==> config.mk <==
export PLATFORM = sky130hd
export DESIGN_NAME = uart_rx
export DESIGN_NICKNAME = d
export VERILOG_FILES = /design/src/rtl/uart_rx.sv
export SDC_FILE = /design/constraint.sdc
export NUM_CORES = 1
export LEC_CHECK = 0
export BUFFER_PORTS_ARGS = -buffer_cell sky130_fd_sc_hd__buf_2
export CORE_ASPECT_RATIO = 1.4
export CORE_MARGIN = 1
export CORE_UTILIZATION = 59
export CTS_CLUSTER_DIAMETER = 30
export DETAILED_ROUTE_END_ITERATION = 10
export PLACE_DENSITY_LB_ADDON = 0.2
export SLEW_MARGIN = 0
export SYNTH_ARGS = -nofsm -noshare
export SYNTH_HDL_FRONTEND = slang
export SYNTH_SLANG_ARGS = --single-unit
export TNS_END_PERCENT = 20
==> constraint.sdc <==
create_clock -name CLK -period 3.1 [get_ports CLK]
set_input_delay 0.62 -clock CLK [delete_from_list [all_inputs] [get_ports CLK]]
set_output_delay 0.62 -clock CLK [all_outputs]
set_load 0.02 [all_outputs]
==> src/rtl/uart_rx.sv <==
// Oversampling UART receiver with optional parity check and stop-bit validation.
// Define UART_RX_MAJORITY_VOTE_EN to decide each bit by 2-of-3 majority around mid-bit.
module uart_rx #(
  parameter int DATA_WIDTH = 8,
  parameter int PRESCALE_W = 6
) (
  input  logic                  CLK,
  input  logic                  RST,
  input  logic                  RX_IN,
  input  logic [PRESCALE_W-1:0] PRESCALE,
  input  logic                  PAR_EN,
  input  logic                  PAR_TYP,
  output logic [DATA_WIDTH-1:0] P_DATA,
  output logic                  DATA_VALID,
  output logic                  PAR_ERR,
  output logic                  STP_ERR
);

  localparam int BIT_W = (DATA_WIDTH > 1) ? $clog2(DATA_WIDTH) : 1;

  typedef enum logic [2:0] {IDLE, START, DATA, PARITY, STOP, DONE} state_t;

  state_t                  state;
  logic [PRESCALE_W-1:0]   n;
  logic [PRESCALE_W-1:0]   n_sel;
  logic [PRESCALE_W-1:0]   cnt;
  logic [PRESCALE_W-1:0]   half;
  logic [PRESCALE_W-1:0]   dec;
  logic [PRESCALE_W-1:0]   last;
  logic [BIT_W-1:0]        bit_idx;
  logic [DATA_WIDTH-1:0]   shreg;
  logic                    par_en_q;
  logic                    par_typ_q;
  logic                    par_bad;
  logic                    s_mid;
  logic                    bit_val;
`ifdef UART_RX_MAJORITY_VOTE_EN
  logic                    s_early;
`endif

  always_comb begin
    n_sel = PRESCALE_W'(8);
    if (PRESCALE == PRESCALE_W'(8) || PRESCALE == PRESCALE_W'(16) ||
        PRESCALE == PRESCALE_W'(32))
      n_sel = PRESCALE;
  end

  assign half = n >> 1;
  assign dec  = half + PRESCALE_W'(1);
  assign last = n - PRESCALE_W'(1);

  // The third vote is the live line at the decision edge, so the decision
  // lands on the same edge as in single-sample mode.
  always_comb begin
`ifdef UART_RX_MAJORITY_VOTE_EN
    bit_val = (s_early & s_mid) | (s_early & RX_IN) | (s_mid & RX_IN);
`else
    bit_val = s_mid;
`endif
  end

  always_ff @(posedge CLK) begin
    DATA_VALID <= 1'b0;
    PAR_ERR    <= 1'b0;
    STP_ERR    <= 1'b0;
    if (RST) begin
      state     <= IDLE;
      n         <= PRESCALE_W'(8);
      cnt       <= '0;
      bit_idx   <= '0;
      shreg     <= '0;
      par_en_q  <= 1'b0;
      par_typ_q <= 1'b0;
      par_bad   <= 1'b0;
      s_mid     <= 1'b0;
`ifdef UART_RX_MAJORITY_VOTE_EN
      s_early   <= 1'b0;
`endif
      P_DATA    <= '0;
    end else begin
      if (state != IDLE && state != DONE) begin
        cnt <= (cnt == last) ? '0 : cnt + PRESCALE_W'(1);
        if (cnt == half) s_mid <= RX_IN;
`ifdef UART_RX_MAJORITY_VOTE_EN
        if (cnt == half - PRESCALE_W'(1)) s_early <= RX_IN;
`endif
      end
      case (state)
        IDLE: begin
          // The detecting cycle is edge 0 of the start bit.
          if (!RX_IN) begin
            state     <= START;
            cnt       <= PRESCALE_W'(1);
            n         <= n_sel;
            par_en_q  <= PAR_EN;
            par_typ_q <= PAR_TYP;
            par_bad   <= 1'b0;
            bit_idx   <= '0;
          end
        end
        START: begin
          if (cnt == dec && bit_val) begin
            state <= IDLE;
            cnt   <= '0;
          end else if (cnt == last) begin
            state <= DATA;
          end
        end
        DATA: begin
          if (cnt == dec) shreg <= {bit_val, shreg[DATA_WIDTH-1:1]};
          if (cnt == last) begin
            if (bit_idx == BIT_W'(DATA_WIDTH - 1)) begin
              bit_idx <= '0;
              state   <= par_en_q ? PARITY : STOP;
            end else begin
              bit_idx <= bit_idx + BIT_W'(1);
            end
          end
        end
        PARITY: begin
          if (cnt == dec) par_bad <= (bit_val != ((^shreg) ^ par_typ_q));
          if (cnt == last) state <= STOP;
        end
        STOP: begin
          // Outputs are registered here so they are high during DONE.
          if (cnt == dec) begin
            state <= DONE;
            cnt   <= '0;
            if (bit_val && !par_bad) begin
              P_DATA     <= shreg;
              DATA_VALID <= 1'b1;
            end else begin
              PAR_ERR <= par_bad;
              STP_ERR <= ~bit_val;
            end
          end
        end
        DONE:    state <= IDLE;
        default: state <= IDLE;
      endcase
    end
  end

endmodule

==> run_results.csv, run 1 <==
group,metric,value,unit
outcome,status,"finished clean",
hold_path,hp-start,"bit_idx[1]",
synthesis,syn_inst,248,
cts,cts_tree,"built",
power_and_ir_drop,p_leak,0.9782,nW
sta,setup_violations,0,
synthesis,muxShareOfSynthArea,8.324,%
synthesis,seq_area_frac_synth,35.93,%
sta,max_freq,422.8,MHz
sta,min_period,2365,ps
detailed_routing,post_drt_wl_per_cell,14.25,um
finish,finalInstanceArea,2394,sq um
global_route,grt_pass1_wl,7362,um
global_route,overflow,0,
finish,finish.net_count,278,
power_and_ir_drop,ir_drop,0.5086,mV
synthesis,synth_area,2285,sq um
synthesis,synth_most_common_cell,"dfxtp_1",
hold_path,holdPathStages,2,
die,die_w,54.59,um
synthesis,yosysWarnings,0,
cts,ctsHtreeMaxLevel,2,
synthesis,synth_ff_type,"dfxtp_1",
synthesis,synth_top_family_by_area,"simple AND/OR/NAND/NOR gates",
sta,max_slew_margin,56.30,%
die,dieArea,4129,sq um
synthesis,synth_fa_ha_area_share,3.286,%
worst_setup_path,reg2reg_from,"n[2]",
detailed_routing,vias,1731,
cts,hold_buffers,0,
global_route,grt_antenna_before_repair,0,
cts,cts.reportedPaths.clkPinSlew,70,ps
flow_run,drv_cap,0,
synthesis,yosysTopAreaCellShare,35.93,%
cts,cts.sinks,41,
synthesis,synth_edf_count,0,
detailed_routing,vias_per_cell,5.694,
placement,portBuffers,21,
synthesis,syn_nets,265,
die,start_util,62.15,%
global_route,grt_max_degree,39,
sta,rsz0062_at_grt,"false",
detailed_routing,antenna_left,0,
global_route,track_usage,25.01,%
finish,instances_no_fill,304,
detailed_routing,firstDrtPassIters,4,
cts,numCtsBuffers,5,
finish,drive_gt1_share,16.03,%
worst_setup_path,crit_type,"reg2reg",
sta,period_share,76.29,%
synthesis,async_reset_ff_share,0,%
worst_setup_path,rrSetupSlack,730,ps
synthesis,ys_types,51,
cts,cts_root_buf,"clkbuf_8",
sta,hold_viol,0,
worst_setup_path,ff2ff_path_depth,9,
worst_setup_path,cp.required,3260,ps
worst_setup_path,critPathArrivalTime,2530,ps
synthesis,avgSynthCellArea,9.212,sq um
cts,cts_resized,0,
worst_setup_path,start_kind,"flip-flop",
placement,place_congestion,0.8878,
cts,post_cts_buffers,0,
finish,antennaDiodeCount,0,
synthesis,yosysTopAreaCell,"dfxtp_1",
sta,setup-tns-final,0,ps
synthesis,synthXorXnorAreaFrac,12.60,%
global_route,grt_pass1_vias,1599,
worst_setup_path,rr_endpoint,"bit_idx[0]",
detailed_routing,drt_wl_total,4331,um
sta,clock_skew,3.399,ps
detailed_routing,drt_iter0_drc,50,
cts,ctsLongestPathBuffers,2,
worst_setup_path,end_kind,"flip-flop",
hold_path,hold_path.class,"reg2reg",
synthesis,synth-seq-cells,41,
die,num_rows,26,
placement,dp.cells,296,
sta,setup_ws,734.9,ps
synthesis,synth_compound_area_share,9.584,%
placement,dp_slack,754.6,ps
sta,worstMarginPinSlew,655.5,ps
synthesis,synth-simple-area-share,22.40,%
finish,num-fill-cells,332,
placement,placed_cell_area,2292,sq um
worst_setup_path,cp_max_fo,7,
cts,clk_latency,300,ps
sta,slew_viol_final,0,
synthesis,synthTopCellsByArea,"dfxtp_1, mux2i_1, xnor2_1, nor2_1, xor2_1",
power_and_ir_drop,power_density,545.7,nW/um^2
finish,syn2layout_area_growth,4.765,%
die,fp.coreArea,3676,sq um
synthesis,synth_commonest_cells,"dfxtp_1, nor2_1, xnor2_1",
die,die_h,75.63,um
placement,place_hpwl,3190,um
hold_path,hold_end,"bit_idx[1]",
die,io_pins,22,
detailed_routing,drc,0,
-- state kept, by name, summed over array words and instances, names as in the netlist --
register,cells
P_DATA,8
shreg,8
cnt,6
n,6
bit_idx,3
state,3
DATA_VALID,1
PAR_ERR,1
STP_ERR,1
bit_val,1
par_bad,1
par_en_q,1
par_typ_q,1
-- metrics by stage --
step / util [%] / hold WS [ps] / power (mW)
finish: 65.11 / 459.7 / 1.306
global route: 65.11 / 494.9 / 1.380
CTS: 65.11 / 465.2 / 1.313
detailed placement: 62.36 / 454.5 / 0.9380
global placement: 62.36 / 456.6 / 0.9372
floorplan: - / 435.6 / 0.8865
-- cell type report --
type	instances	area (sq um)	area share, %
multi-input combinational	185	1284	53.63
sequential	41	820.8	34.29
timing repair buffer	22	112.6	4.705
clock buffer	7	96.34	4.025
tap	42	52.55	2.196
inverter	6	22.52	0.9409
clock inverter	1	5.005	0.2091
-- critical path: stages, from the launching register on --
cell and delay, ps:
dfxtp_1 390, inv_1 100, ha_1 160, nor4b_1 310, xnor2_1 170, nand4_1 110
nor3_1 500, a31oi_1 250, mux2i_1 200, nor2_1 50
-- metal layers --
| layer | up-vias | global-route usage (%) | wire length [um] |
|---|---|---|---|
| met2 | 24 | 42.84 | 2297 |
| met5 | - | 0 | 0 |
| met1 | 818 | 28.34 | 1808 |
| met4 | 0 | 12.82 | 119 |
| li1 | 878 | - | - |
| met3 | 11 | 5.190 | 107 |
-- logic make-up after synthesis --
group,Yosys count
compound gates,31
xor+xnor,32
fa+ha+maj,6
buf+inv,22
flops,41
mux,19
simple gates,97
-- worst max path at each step --
stage | from | end | slack [ps] | cells after the start
6_report | n[2] | bit_idx[0] | 730 | 9
5_1_grt | n[2] | state[2] | 490 | 9
4_1_cts | n[1] | state[0] | 740 | 9
3_5_place_dp | n[2] | state[0] | 750 | 9
3_3_place_gp | n[2] | P_DATA[0] | 860 | 9
2_1_floorplan | n[2] | state[1] | 890 | 11
-- layout by cell type (no fill, tap or decap), drive strengths merged, types with 3 or more instances in the layout --
| master | netlist | routed |
|---|---|---|
| and3 | 3 | 3 |
| nand3 | 5 | 5 |
| ha | 6 | 6 |
| nand4 | 6 | 6 |
| a211o | 3 | 3 |
| nand2 | 19 | 19 |
| xor2 | 10 | 10 |
| dfxtp | 41 | 41 |
| a21oi | 10 | 10 |
| o21ai | 6 | 6 |
| nor4 | 3 | 3 |
| nor3 | 7 | 7 |
| inv | 6 | 6 |
| mux2i | 19 | 19 |
| o211ai | 3 | 3 |
| clkbuf | 9 | 7 |
| xnor2 | 22 | 22 |
| nor2b | 6 | 6 |
| buf | 7 | 22 |
| and2 | 3 | 3 |
| nor2 | 33 | 33 |
-- power by group --
| group | total (mW) | switching [mW] | internal [mW] |
|---|---|---|---|
| logic | 0.320 | 0.190 | 0.130 |
| clock network | 0.379 | 0.178 | 0.201 |
| registers | 0.607 | 0.0548 | 0.552 |
| total | 1.31 | 0.423 | 0.883 |
No activity file was read; power rests on OpenSTA's default activity.
==> inputs of run 2 (changes only) <==
- clock period: 3.1 -> 2.5 ns (I/O delays scaled with it)
==> run 2 against run 1 <==
Against the previous run:
- combinational power rose by 35%
- global-route usage fell by 1.5 points
- sequential power rose by 21%
- worst hold slack got worse by 7.0 ps
- highest routed layer unchanged
- clock power rose by 22%
- final cell count rose by 2.3%
- cell area rose by 2.2%
- wire length rose by 0.51%
- clock skew rose by 5.6 ps
==> run_results.csv, run 2 (synthesis gave the netlist of run 1 again) <==
group,metric,value,unit
die,die_w,54.59,um
finish,multi_input_area,1284,sq um
power_and_ir_drop,ir_drop,0.5297,mV
finish,reg.largest.list,"P_DATA: 8 flops, shreg: 8 flops",
cts,cts_resized,0,
sta,worstMarginPinSlew,579.7,ps
cts,clk_latency,290,ps
sta,hold_viol,0,
sta,max_slew_margin,60.99,%
die,io_pins,22,
finish,finish.net_count,285,
worst_setup_path,crit_type,"reg2reg",
hold_path,hold_path.class,"in2reg",
worst_setup_path,rrSetupSlack,250,ps
cts,post_cts_buffers,0,
sta,slew_viol_final,0,
worst_setup_path,reg2reg_from,"n[2]",
worst_setup_path,ff2ff_path_depth,9,
worst_setup_path,start_kind,"flip-flop",
cts,ctsLongestPathBuffers,2,
sta,max_freq,443.9,MHz
cts,cts.reportedPaths.clkPinSlew,80,ps
cts,numCtsBuffers,5,
detailed_routing,drc,0,
worst_setup_path,crit_path_max_incr_delay,470,ps
die,fp.coreArea,3676,sq um
detailed_routing,drt_wl_total,4353,um
cts,cts_tree,"built",
global_route,track_usage,23.54,%
worst_setup_path,cp_max_fo,8,
die,num_rows,26,
die,dieArea,4129,sq um
global_route,grt_pass1_vias,1602,
power_and_ir_drop,p_leak,1.015,nW
die,start_util,62.15,%
finish,drive_gt1_share,18.22,%
sta,setup_violations,0,
worst_setup_path,cp.required,2720,ps
flow_run,drv_cap,0,
placement,place_hpwl,3251,um
detailed_routing,firstDrtPassIters,4,
placement,portBuffers,21,
outcome,status,"finished clean",
finish,antennaDiodeCount,0,
cts,ctsHtreeMaxLevel,2,
sta,setup-tns-final,0,ps
worst_setup_path,critPathArrivalTime,2470,ps
worst_setup_path,critical_path_depth,9,
global_route,grt_max_degree,22,
global_route,overflow,0,
sta,period_share,90.11,%
worst_setup_path,cp_cell_sequence,"inv_1 > ha_1 > xor2_1 > nor2_1 > and4b_1 > and2_4 > a211o_2 > a211o_1 > mux2i_1",
detailed_routing,post_drt_wl_per_cell,14.00,um
power_and_ir_drop,power_density,666.2,nW/um^2
finish,layout_common_cells,"dfxtp_1, nor2_1, xnor2_1, buf_2",
global_route,grt_antenna_before_repair,0,
sta,min_period,2253,ps
finish,num-fill-cells,310,
sta,rsz0062_at_grt,"false",
cts,cts_root_buf,"clkbuf_8",
worst_setup_path,critical-path-top-delay-family,"compound AO/OA/AOI/OAI gates",
finish,fin_util,66.54,%
worst_setup_path,cp_num_buf_inv,1,
worst_setup_path,rr_endpoint,"state[1]",
worst_setup_path,end_kind,"flip-flop",
die,die_h,75.63,um
global_route,grt_pass1_wl,7044,um
cts,cts.sinks,41,
detailed_routing,vias_per_cell,5.572,
worst_setup_path,slowest_stage,"dfxtp_1",
cts,hold_buffers,0,
detailed_routing,vias,1733,
finish,final_common_cell,"dfxtp_1",
detailed_routing,drt_iter0_drc,69,
sta,clock_skew,8.958,ps
worst_setup_path,crit_end,"state[1]",
detailed_routing,antenna_left,0,
finish,seqCellArea,820.8,sq um
finish,syn2layout_area_growth,7.065,%
placement,place_congestion,0.8385,
worst_setup_path,startpoint,"n[2]",
-- run 2: through the flow --
step                power (mW)  std cells  area [sq um]  hold slack [ps]  setup slack (ps)
floorplan                1.099        248          2285            435.6             286.5
global placement         1.170        303          2345            445.1             330.1
detailed placement       1.176        303          2345            457.5             297.1
CTS                      1.638        311          2446            453.3             239.6
global route             1.715        311          2446            462.6             110.0
finish                   1.630        311          2446            452.8             247.2
-- run 2: tightest hold or removal path, delay by kind of cell --
family / cells / cell delay (ps)
buffers and inverters: 1 / 100
AOI/OAI and AO/OA: 1 / 50
and+or+nand+nor: 1 / 50
-- run 2: power by group --
group / leakage, nW / internal [mW] / switching (mW)
clock network: 0.0542 / 0.249 / 0.214
registers: 0.331 / 0.685 / 0.0481
logic: 0.629 / 0.171 / 0.263
-- run 2: worst min-delay path by stage --
stage	start	end	slack (ps)	cells after the start
after global routing	PAR_TYP	par_typ_q	460	3
after floorplan	bit_idx[1]	bit_idx[1]	440	2
after global placement	bit_idx[1]	bit_idx[1]	450	2
after CTS	PAR_TYP	par_typ_q	450	3
final	PAR_TYP	par_typ_q	450	3
after detailed placement	bit_idx[2]	bit_idx[2]	460	2
-- run 2: final cells by class --
| cell class | count | share of cell area [%] |
|---|---|---|
| Clock buffer | 7 | 3.939 |
| Clock inverter | 1 | 0.2046 |
| Inverter | 6 | 0.9207 |
| Multi-Input combinational cell | 185 | 52.48 |
| Sequential cell | 41 | 33.55 |
| Tap cell | 42 | 2.148 |
| Timing Repair Buffer | 29 | 6.752 |
-- run 2: routing by layer --
| metal | global-route usage (%) | part of all wire [%] |
|---|---|---|
| met3 | 4.591 | 3.0 |
| met4 | 9.687 | 1.6 |
| met2 | 43.51 | 54 |
| met1 | 24.94 | 41 |
| met5 | 0 | 0 |
